**src/rtl/dump_tx_if.sv**
```systemverilog
// Byte-dump transmitter bus: the capture-stage request, the correction
// coefficients and the serial/status outputs of dump_tx.
interface dump_tx_if;
    logic        send_dump;
    logic [7:0]  dump_data;
    logic [7:0]  offset;
    logic [15:0] gain;
    logic        dump_sent;
    logic        tx;
    logic        tx_busy;

    // Capture side: requests a dump and supplies data and coefficients.
    modport master (
        output send_dump,
        output dump_data,
        output offset,
        output gain,
        input  dump_sent,
        input  tx,
        input  tx_busy
    );

    // Transmitter side.
    modport slave (
        input  send_dump,
        input  dump_data,
        input  offset,
        input  gain,
        output dump_sent,
        output tx,
        output tx_busy
    );
endinterface

```
**src/rtl/dump_tx.sv**
```systemverilog
// dump_tx: takes one RAM sample, applies a saturating signed offset and a
// saturating Q1.15 gain, then sends the byte as a UART 8N1 frame (LSB first).
// tx and dump_sent come from an output register stage that follows the FSM,
// so the start bit appears three edges after the accepting edge and the
// dump_sent pulse lands 3 + 10*BAUD_DIV cycles after it.
module dump_tx #(
    parameter int unsigned BAUD_DIV = 2604
) (
    input logic      clk,
    input logic      rst_n,
    dump_tx_if.slave bus
);

    typedef enum logic [2:0] {
        IDLE  = 3'd0,
        OFFS  = 3'd1,
        SCALE = 3'd2,
        SHIFT = 3'd3,
        DONE  = 3'd4
    } state_t;

    localparam logic [15:0] BAUD_LAST = 16'(BAUD_DIV - 1);

    state_t       state_q, state_d;
    logic [7:0]   data_q, data_d;
    logic [7:0]   result_q, result_d;
    logic [9:0]   frame_q, frame_d;
    logic [15:0]  baud_cnt_q, baud_cnt_d;
    logic [3:0]   bit_cnt_q, bit_cnt_d;
    logic         tx_q, tx_d;
    logic         dump_sent_q, dump_sent_d;
    logic         tx_busy_q, tx_busy_d;

    logic signed [9:0] sum;
    logic [23:0]       prod;
    logic [8:0]        scaled;

    // Datapath: signed offset sum and Q1.15 product, sampled live from the bus.
    always_comb begin
        sum    = $signed({2'b00, data_q}) + $signed({{2{bus.offset[7]}}, bus.offset});
        prod   = 24'(result_q) * 24'(bus.gain);
        scaled = prod[23:15];
    end

    // Next-state and next-output logic for the dump sequencer.
    always_comb begin
        state_d     = state_q;
        data_d      = data_q;
        result_d    = result_q;
        frame_d     = frame_q;
        baud_cnt_d  = baud_cnt_q;
        bit_cnt_d   = bit_cnt_q;

        case (state_q)
            IDLE: begin
                if (bus.send_dump) begin
                    data_d  = bus.dump_data;
                    state_d = OFFS;
                end
            end
            OFFS: begin
                if (sum[9]) begin
                    result_d = 8'h00;
                end else if (sum[8]) begin
                    result_d = 8'hFF;
                end else begin
                    result_d = sum[7:0];
                end
                state_d = SCALE;
            end
            SCALE: begin
                frame_d    = {1'b1, (scaled[8] ? 8'hFF : scaled[7:0]), 1'b0};
                baud_cnt_d = 16'd0;
                bit_cnt_d  = 4'd0;
                state_d    = SHIFT;
            end
            SHIFT: begin
                if (baud_cnt_q == BAUD_LAST) begin
                    baud_cnt_d = 16'd0;
                    frame_d    = {1'b1, frame_q[9:1]};
                    bit_cnt_d  = bit_cnt_q + 4'd1;
                    if (bit_cnt_q == 4'd9) begin
                        state_d = DONE;
                    end
                end else begin
                    baud_cnt_d = baud_cnt_q + 16'd1;
                end
            end
            DONE: begin
                state_d = IDLE;
            end
            default: begin
                state_d = IDLE;
            end
        endcase

        // Output stage: line shows the current frame LSB only while shifting.
        tx_d        = (state_q == SHIFT) ? frame_q[0] : 1'b1;
        dump_sent_d = (state_q == DONE);
        tx_busy_d   = (state_d != IDLE) || (state_q == DONE);
    end

    // State and output registers; reset aborts any frame with the line idle.
    always_ff @(posedge clk or negedge rst_n) begin
        if (!rst_n) begin
            state_q     <= IDLE;
            data_q      <= 8'h00;
            result_q    <= 8'h00;
            frame_q     <= 10'h000;
            baud_cnt_q  <= 16'd0;
            bit_cnt_q   <= 4'd0;
            tx_q        <= 1'b1;
            dump_sent_q <= 1'b0;
            tx_busy_q   <= 1'b0;
        end else begin
            state_q     <= state_d;
            data_q      <= data_d;
            result_q    <= result_d;
            frame_q     <= frame_d;
            baud_cnt_q  <= baud_cnt_d;
            bit_cnt_q   <= bit_cnt_d;
            tx_q        <= tx_d;
            dump_sent_q <= dump_sent_d;
            tx_busy_q   <= tx_busy_d;
        end
    end

    assign bus.tx        = tx_q;
    assign bus.dump_sent = dump_sent_q;
    assign bus.tx_busy   = tx_busy_q;

endmodule

```
**src/flat_wrapper.sv**
```systemverilog
// flat-port wrapper written by rule: the top's interface ports become plain ports
module dump_tx_flat 
#(
    parameter int unsigned BAUD_DIV = 2604
)
  (clk, rst_n, bus_send_dump, bus_dump_data, bus_offset, bus_gain, bus_dump_sent, bus_tx, bus_tx_busy);
  dump_tx_if bus_i ();
  input logic clk;
  input logic rst_n;
  input wire logic [$bits(bus_i.send_dump)-1:0] bus_send_dump;
  input wire logic [$bits(bus_i.dump_data)-1:0] bus_dump_data;
  input wire logic [$bits(bus_i.offset)-1:0] bus_offset;
  input wire logic [$bits(bus_i.gain)-1:0] bus_gain;
  output wire logic [$bits(bus_i.dump_sent)-1:0] bus_dump_sent;
  output wire logic [$bits(bus_i.tx)-1:0] bus_tx;
  output wire logic [$bits(bus_i.tx_busy)-1:0] bus_tx_busy;
  assign bus_i.send_dump = bus_send_dump;
  assign bus_i.dump_data = bus_dump_data;
  assign bus_i.offset = bus_offset;
  assign bus_i.gain = bus_gain;
  assign bus_dump_sent = bus_i.dump_sent;
  assign bus_tx = bus_i.tx;
  assign bus_tx_busy = bus_i.tx_busy;
  dump_tx #(.BAUD_DIV(BAUD_DIV)) u_core (.clk(clk), .rst_n(rst_n), .bus(bus_i));
endmodule
```
**config.mk**
```make
export PLATFORM = sky130hd
export DESIGN_NAME = dump_tx_flat
export DESIGN_NICKNAME = d
export VERILOG_FILES = /design/src/rtl/dump_tx_if.sv /design/src/rtl/dump_tx.sv /design/src/flat_wrapper.sv
export SDC_FILE = /design/constraint.sdc
export NUM_CORES = 1
export LEC_CHECK = 0
export ABC_AREA = 0
export BUFFER_PORTS_ARGS = -buffer_cell sky130_fd_sc_hd__buf_2
export CAP_MARGIN = 20
export CORE_MARGIN = 1.5
export CORE_UTILIZATION = 45
export CTS_BUF_LIST = sky130_fd_sc_hd__clkbuf_4 sky130_fd_sc_hd__clkbuf_8
export CTS_CLUSTER_SIZE = 28
export DETAILED_ROUTE_END_ITERATION = 12
export PLACE_DENSITY = 0.71
export SYNTH_ARGS = -nofsm -noshare
export SYNTH_HDL_FRONTEND = slang
export SYNTH_SLANG_ARGS = --single-unit
```
**constraint.sdc**
```tcl
create_clock -name clk -period 10.65 [get_ports clk]
set_clock_uncertainty 0.15 [all_clocks]
set_input_delay 0.5325 -clock clk [delete_from_list [all_inputs] [get_ports clk]]
set_output_delay 0.5325 -clock clk [all_outputs]
set_load 0.05 [all_outputs]
```
-- After elaboration in Yosys (flattened, before gate mapping)
Index checks and enable logic that the tools add are counted.
- logic and storage cells: 40
- flip-flop bits (word level): 52
- bits of input ports: 35
- output and inout bits: 3
- muxes and demuxes: 14
- reductions and logical operators: 6
- $mul: 1
- equal/unequal tests: 7
- $add $sub $neg: 3
- operators by type and width (operator ; count):
    $pmux 16 s2 ; 1
    $mul 8x16->24 ; 1
    $mux 8 ; 3
    $pmux 10 s2 ; 1
    $add 16x1->16 const B ; 1
    $eq 16x12->1 const B ; 1
    $mux 16 ; 1
    $pmux 3 s4 ; 1
    $add 9x8->10 ; 1
    $mux 10 ; 1
    $mux 3 ; 3
    $pmux 4 s2 ; 1
    $eq 3x2->1 const B ; 2
    $add 4x1->4 const B ; 1
    $eq 4x4->1 const B ; 1
    $mux 4 ; 1
    $reduce_and 2->1 ; 2
    $eq 3x1->1 const B ; 1
    $eq 3x3->1 const B ; 1
    $logic_not 3->1 ; 1
    $reduce_bool 3->1 ; 1
    $ne 2x1->1 const B ; 1
    $reduce_bool 2->1 ; 1
    $logic_or 1x1->1 ; 1
    $mux 1 ; 1

-- Longest topological paths before layout
Gate-level depths: netlist of run 1.
- depth in word-level cells: 6
- mapped depth: 18

-- Least setup slack after synthesis of run 1
No wires, ideal clock.
- kind: reg2reg
- start point: reg u_core.result_q[7]
- end point: reg u_core.frame_q[3]
- required time: 10.406 ns
- setup time: 0.094 ns
- path buffers: 1
- arrival time: 4.776 ns
- stages on the path, launching flop included: 19
- path slack: 5.630 ns
- clock period less this slack: 5.020 ns
- cell sequence: dfrtp_1 clkbuf_1 and2_1 fa_1 inv_1 fa_1 inv_1 fa_1 inv_1 fa_1 inv_1 ha_1 nand2_1 o21ai_1 a21oi_1 a21oi_1 a221o_1 a221o_2 a221oi_2
- longest elaborated chain between the ends: 3
- ends and longest elaborated chain (what ; line ; source):
    from (decl) ; dump_tx.sv:26 ; logic [7:0] result_q, result_d;
    from (signal assigned) ; dump_tx.sv:118 ; result_q <= result_d;
    $mul 8x16->24 ; dump_tx.sv:41 ; prod = 24'(result_q) * 24'(bus.gain);
    $mux 8 ; dump_tx.sv:72 ; frame_d = {1'b1, (scaled[8] ? 8'hFF : scaled[7:0]), 1'b0};
    $pmux 10 s2 ; dump_tx.sv:54 ; case (state_q)
    to (signal assigned) ; dump_tx.sv:119 ; frame_q <= frame_d;
    to (decl) ; dump_tx.sv:27 ; logic [9:0] frame_q, frame_d;
Every way passes these cells.
A chain may end at the register's enable or synchronous reset.

-- Worst setup path in the final report of run 1
Same ends and word-level chain as after synthesis.

==> out/metrics.yaml, run 1 <==
finalPower_mw: 1.18
hold_buffers: 0
status: "complete, no violations"
max_cap_violations: 0
multi_input_area_mm2: 0.00475
ys_ff_latch: 52
synthesis.area_mm2: 0.00652
dp_hpwl_um: 10100
setup_viol: 0
power_density_mw_per_mm2: 169
pin_count: 38
synth_edf_count: 0
drt-vias-per-instance: 5.24
regArea_mm2: 0.00130
synth-warning-count: 0
place_congestion: 0.799
rsz0062_at_grt: "no"
final_cells: 924
fmax_mhz: 187
synthesis.nets: 885
tightest_slew_ps: 754
clock_latency_ps: 310
grt_antenna_before_repair: 0
grt_overflow_total: 0
slew_violations: 0
synth_cell_type_count: 51
dieArea_mm2: 0.0152
ir_worst_vdd_uv: 112
dp_slack_ps: 5260
synthTopCellsByCount: "109 x and2_1, 106 x inv_1, 84 x fa_1"
cts-root-buf: "clkbuf_8"
yosysSeqAreaShare: 0.200
cp-end-kind: "flip-flop"
cts_resized: 0
crit_type: "reg2reg"
wl_per_cell_um: 13.8
rows: 43
clockBufferDepth: 2
vias: 4838
drtPass1Iterations: 4
start_kind: "flip-flop"
hp-class: "in2async"
n_antenna_cell: 0
ant_nets: 0
clkSinkCount: 52
path_clk_slew_ps: 100
syn_inst: 713
coreArea_mm2: 0.0140
synth_ff_type: "dfrtp_1"
synth_top_cell_by_area: "fa_1"
post-route-worst-setup-slack_ps: 5320
yosysTopAreaCellShare: 0.258
drtIter0Drc: 172
crit_required_ps: 10730
synthToLayoutAreaGrowth_pct: 7.14
hold_viol: 0
critPathArrivalTime_ps: 5410
grt_pass1_vias: 5065
dpl.cell_count: 916
critPathMaxFanout: 17
cts_tree: "built"
cts_buffers: 5
grt_max_degree: 53
fillerInstances: 1368
post-synth-top-count-cell: "and2_1"
setup_tns_ps: 0
start_util: 0.466
grt_pass1_wl_um: 23500
cts_max_level: 2
timing.final.crit_share: 0.501
wirelength_um: 12700
grt_use_total: 0.193
fin_crit_ps: 5330
cts_setup_buffers: 0
maxSlewHeadroom: 0.497
fp.dieW_um: 123
synthArstFlopShare: 1.00
die_h_um: 123
syn_avg_cell_area_um2: 9.14
leakage_nw: 3.53
drive_gt1_frac: 0.0914
port_buffers: 37
drc_errors: 0
yosys-top-cells-area: "fa_1 26%, dfrtp_1 20%, and2_1 10%, ha_1 10%, inv_1 6.1%"
final_nets: 915
-- worst max-delay path, stage by stage (launching register included) --
cell,delay [ps]
dfrtp_1,580
and2_1,260
fa_1,530
fa_1,520
fa_1,540
inv_1,50
fa_1,520
inv_1,40
ha_1,350
a21oi_1,180
o21ai_1,120
a21oi_1,220
a21oi_1,140
a221o_1,340
a221o_2,450
a221oi_2,270
-- report_power, final --
group	switching (mW)	total [mW]	internal, mW
registers	0.0291	0.244	0.215
logic	0.465	0.815	0.350
clock network	0.0689	0.122	0.0533
-- path summary, 6_finish.rpt --
| check | to | startpoint | slack [ps] | cells past startpoint |
|---|---|---|---|---|
| worst max-delay path | u_core.frame_q[3] | u_core.result_q[7] | 5320 | 15 |
| worst min-delay path | u_core.frame_q[5] | rst_n | 170 | 2 |
| worst max register to register | u_core.frame_q[3] | u_core.result_q[7] | 5320 | 15 |
| worst min register to register | u_core.frame_q[9] | u_core.frame_q[9] | 340 | 1 |
| max in group asynchronous | u_core.result_q[2] | rst_n | 9720 | 2 |
| min in group clk | u_core.data_q[1] | bus_dump_data[1] | 260 | 3 |
-- placed cells by master (no fill, tap or decap), types with 4 or more instances in the layout --
cell type	count
a21oi_1	22
nand2_1	67
nor2_1	34
a21o_1	4
nor3_1	7
inv_1	106
nand4_1	9
o22ai_1	6
xor2_1	17
and3_1	11
mux2_2	6
a221oi_2	6
nand2b_1	4
xnor2_1	6
nor2b_1	4
ha_1	53
buf_2	37
nand3_1	8
fa_1	84
o21a_1	4
clkbuf_8	6
o21ai_0	35
and2_1	109
dfrtp_1	51
-- registers in the layout, indices dropped and copies added, names as in the netlist --
register and count:
u_core.baud_cnt_q 16, u_core.bit_cnt_q 4, u_core.bus.dump_sent 1, u_core.bus.tx 1, u_core.bus.tx_busy 1, u_core.data_q 8, u_core.frame_q 10, u_core.result_q 8
u_core.state_q 3
-- through the flow --
stage,hold slack (ps),util,instance area (um^2)
4_1_cts,197,0.499,6980
6_report,168,0.499,6980
2_1_floorplan,86.9,-,6520
5_1_grt,239,0.499,6980
3_5_place_dp,307,0.492,6890
3_3_place_gp,303,0.492,6890
-- cell families (layout without fill, tap and decap cells) --
kind of cell,after synthesis,after routing,synth area share
AO/OA/AOI/OAI,105,105,0.110
buffers and inverters,123,154,0.0709
multiplexers,7,7,0.0119
flip-flops,52,52,0.200
AND/OR/NAND/NOR,266,266,0.217
adder cells (fa/ha/maj),137,137,0.360
XOR/XNOR,23,23,0.0309
-- layer usage --
| layer | vias up | track usage | routed length [um] | share of wire |
|---|---|---|---|---|
| li1 | 2365 | - | - | - |
| met1 | 2371 | 0.258 | 5880 | 0.46 |
| met2 | 91 | 0.338 | 6160 | 0.48 |
| met3 | 11 | 0.0235 | 534 | 0.042 |
| met4 | 0 | 0.0402 | 152 | 0.012 |
| met5 | - | 0 | 0 | 0 |
-- final cells by class --
type / count / area share
Clock buffer: 6 / 0.0118
Sequential cell: 52 / 0.187
Inverter: 106 / 0.0570
Clock inverter: 2 / 0.00197
Tap cell: 180 / 0.0323
Multi-Input combinational cell: 538 / 0.681
Timing Repair Buffer: 40 / 0.0297
(Power assumes the default switching activity.)
==> inputs of run 2 (changes only) <==
==> constraint.sdc (replaced) <==
create_clock -name clk -period 5.4 [get_ports clk]
set_clock_uncertainty 0.15 [all_clocks]
set_input_delay 0.27 -clock clk [delete_from_list [all_inputs] [get_ports clk]]
set_output_delay 0.27 -clock clk [all_outputs]
set_load 0.05 [all_outputs]
==> out/metrics.yaml, run 2 (synthesized netlist as in run 1, its figures left out) <==
status: "complete, no violations"
maxSlewHeadroom: 0.499  # +0.00148
final_cell_mix: "108 x and2_1, 106 x inv_1, 84 x fa_1"
drtIter0Drc: 168  # -2.3%
drive_gt1_frac: 0.114  # +0.0224
n_antenna_cell: 0  # unchanged
ant_nets: 0  # unchanged
port_buffers: 37  # unchanged
path_clk_slew_ps: 100  # about the same
cp-end-kind: "flip-flop"
setup_viol: 0  # unchanged
wirelength_um: 13000  # +1.7%
setup_tns_ps: 0  # unchanged
cts_tree: "built"
mostFrequentLayoutCell: "and2_1"
die_h_um: 123  # unchanged
ir_worst_vdd_uv: 199  # +77%
clockBufferDepth: 2  # unchanged
clock_latency_ps: 320  # about the same
vias: 4864  # +0.54%
power_density_mw_per_mm2: 331  # +96%
clkSinkCount: 52  # unchanged
hp-class: "in2reg"
place_congestion: 0.799  # about the same
fmax_mhz: 193  # +3.2%
drc_errors: 0  # unchanged
start_kind: "flip-flop"
wl_per_cell_um: 13.8  # +0.44%
leakage_nw: 3.59  # +1.5%
dpl.cell_count: 922  # +0.66%
internal_power_mw: 1.24  # +100%
power_switching_share: 0.474  # -0.00296
fp.dieW_um: 123  # unchanged
grt_pass1_wl_um: 23100  # -2.0%
clkPwrFrac: 0.098  # -0.005
pin_count: 38  # unchanged
crit_type: "reg2reg"
timing.final.crit_share: 0.957  # +0.456
start_util: 0.466  # unchanged
top_regs: "u_core.baud_cnt_q (16), u_core.frame_q (10)"
cts_max_level: 2  # unchanged
cts_buffers: 5  # unchanged
drtPass1Iterations: 4  # unchanged
pwr-share-seq: 0.198  # -0.009
final_cells: 936  # +1.3%
grt_use_total: 0.190  # -0.00315
grt_overflow_total: 0  # unchanged
crit_required_ps: 5480  # -5250 ps
grt_antenna_before_repair: 0  # unchanged
fillerInstances: 1343  # -1.8%
dp_hpwl_um: 10300  # +1.8%
power.net_switching_mw: 1.11  # +97%
rows: 43  # unchanged
power.share.combinational: 0.704  # +0.014
tightest_slew_ps: 752  # -2.22 ps
finalPower_mw: 2.35  # +99%
hold_viol: 0  # unchanged
final_nets: 927  # +1.3%
max_cap_violations: 0  # unchanged
cts-root-buf: "clkbuf_8"
largest_reg_flops: 16  # unchanged
synthToLayoutAreaGrowth_pct: 8.81
regMostFlops: "u_core.baud_cnt_q"
drt-vias-per-instance: 5.20  # -0.75%
critPathMaxFanout: 10  # -7
dieArea_mm2: 0.0152  # unchanged
fin_crit_ps: 5170  # -165 ps
slew_violations: 0  # unchanged
coreArea_mm2: 0.0140  # unchanged
grt_max_degree: 53  # unchanged
grt_pass1_vias: 5012  # -1.0%
critPathArrivalTime_ps: 5250  # -160 ps
## run 2: changes by cell type in the layout (fill, tap and decap cells not counted), moves of 2 or more
cell,previous run,this run
buf_4,3,13
dlygate4sd3_1,0,2
a21oi_2,0,3
a21oi_1,22,19
dfrtp_1,51,47
dfrtp_2,0,4
## run 2: critical path, cell delays in order (launching register included)
cell,delay [ps]
dfrtp_1,420
buf_4,190
and2_1,160
fa_1,420
fa_1,520
fa_1,550
inv_1,50
fa_1,520
inv_1,40
ha_1,350
a21oi_2,180
o21ai_1,140
a21oi_2,220
a21oi_2,100
a221o_1,320
a221o_2,470
a221oi_2,280
## run 2: metal layers
metal,wire (um),track usage,vias to the layer above
li1,-,-,2392
met1,6000,0.248,2397
met2,6510,0.341,59
met3,258,0.0194,16
met4,177,0.0438,0
met5,0,0,-
## run 2: final timing paths
kind | endpoint | depth (start not counted) | slack [ps] | startpoint
setup / recovery | u_core.frame_q[4] | 16 | 230 | u_core.result_q[6]
hold / removal | u_core.data_q[7] | 3 | 10 | bus_dump_data[7]
setup reg to reg | u_core.frame_q[4] | 16 | 230 | u_core.result_q[6]
hold reg to reg | u_core.frame_q[9] | 1 | 360 | u_core.frame_q[9]
max in group asynchronous | u_core.result_q[3] | 3 | 4130 | rst_n
min in group asynchronous | u_core.baud_cnt_q[12] | 3 | 450 | rst_n
## run 2: power groups by stage
stage / sequential (mW) / combinational (mW) / clock (mW)
finish: 0.465 / 1.65 / 0.229
global route: 0.473 / 1.94 / 0.251
CTS: 0.468 / 1.64 / 0.241
detailed placement: 0.476 / 1.63 / 0
global placement: 0.475 / 1.61 / 0
floorplan: 0.455 / 1.28 / 0
## run 2: stage by stage
step / setup slack [ps] / utilization / instance area (um^2) / hold slack, ps
global route: -6.74 / 0.507 / 7090 / 22.0
CTS: 70.4 / 0.503 / 7040 / 0.189
global placement: 243 / 0.495 / 6930 / 287
floorplan: 380 / - / 6520 / -176
finish: 231 / 0.507 / 7090 / 13.0
detailed placement: 80.7 / 0.495 / 6930 / 290
## run 2: repair_timing
item	CTS	global route
hold buffers	2	0
resized for setup	0	9
endpoints found under the setup margin	0	7
buffers inserted	0	4
endpoints found under the hold margin	52	0
## run 2: final cells by class
type	count	area, um^2	share of cell area
clock buffer	6	76.3	0.0108
clock inverter	2	13.8	0.00194
inverter	106	398	0.0561
multi-input combinational	538	4770	0.672
sequential	52	1310	0.184
tap	180	225	0.0318
timing repair buffer	52	303	0.0427
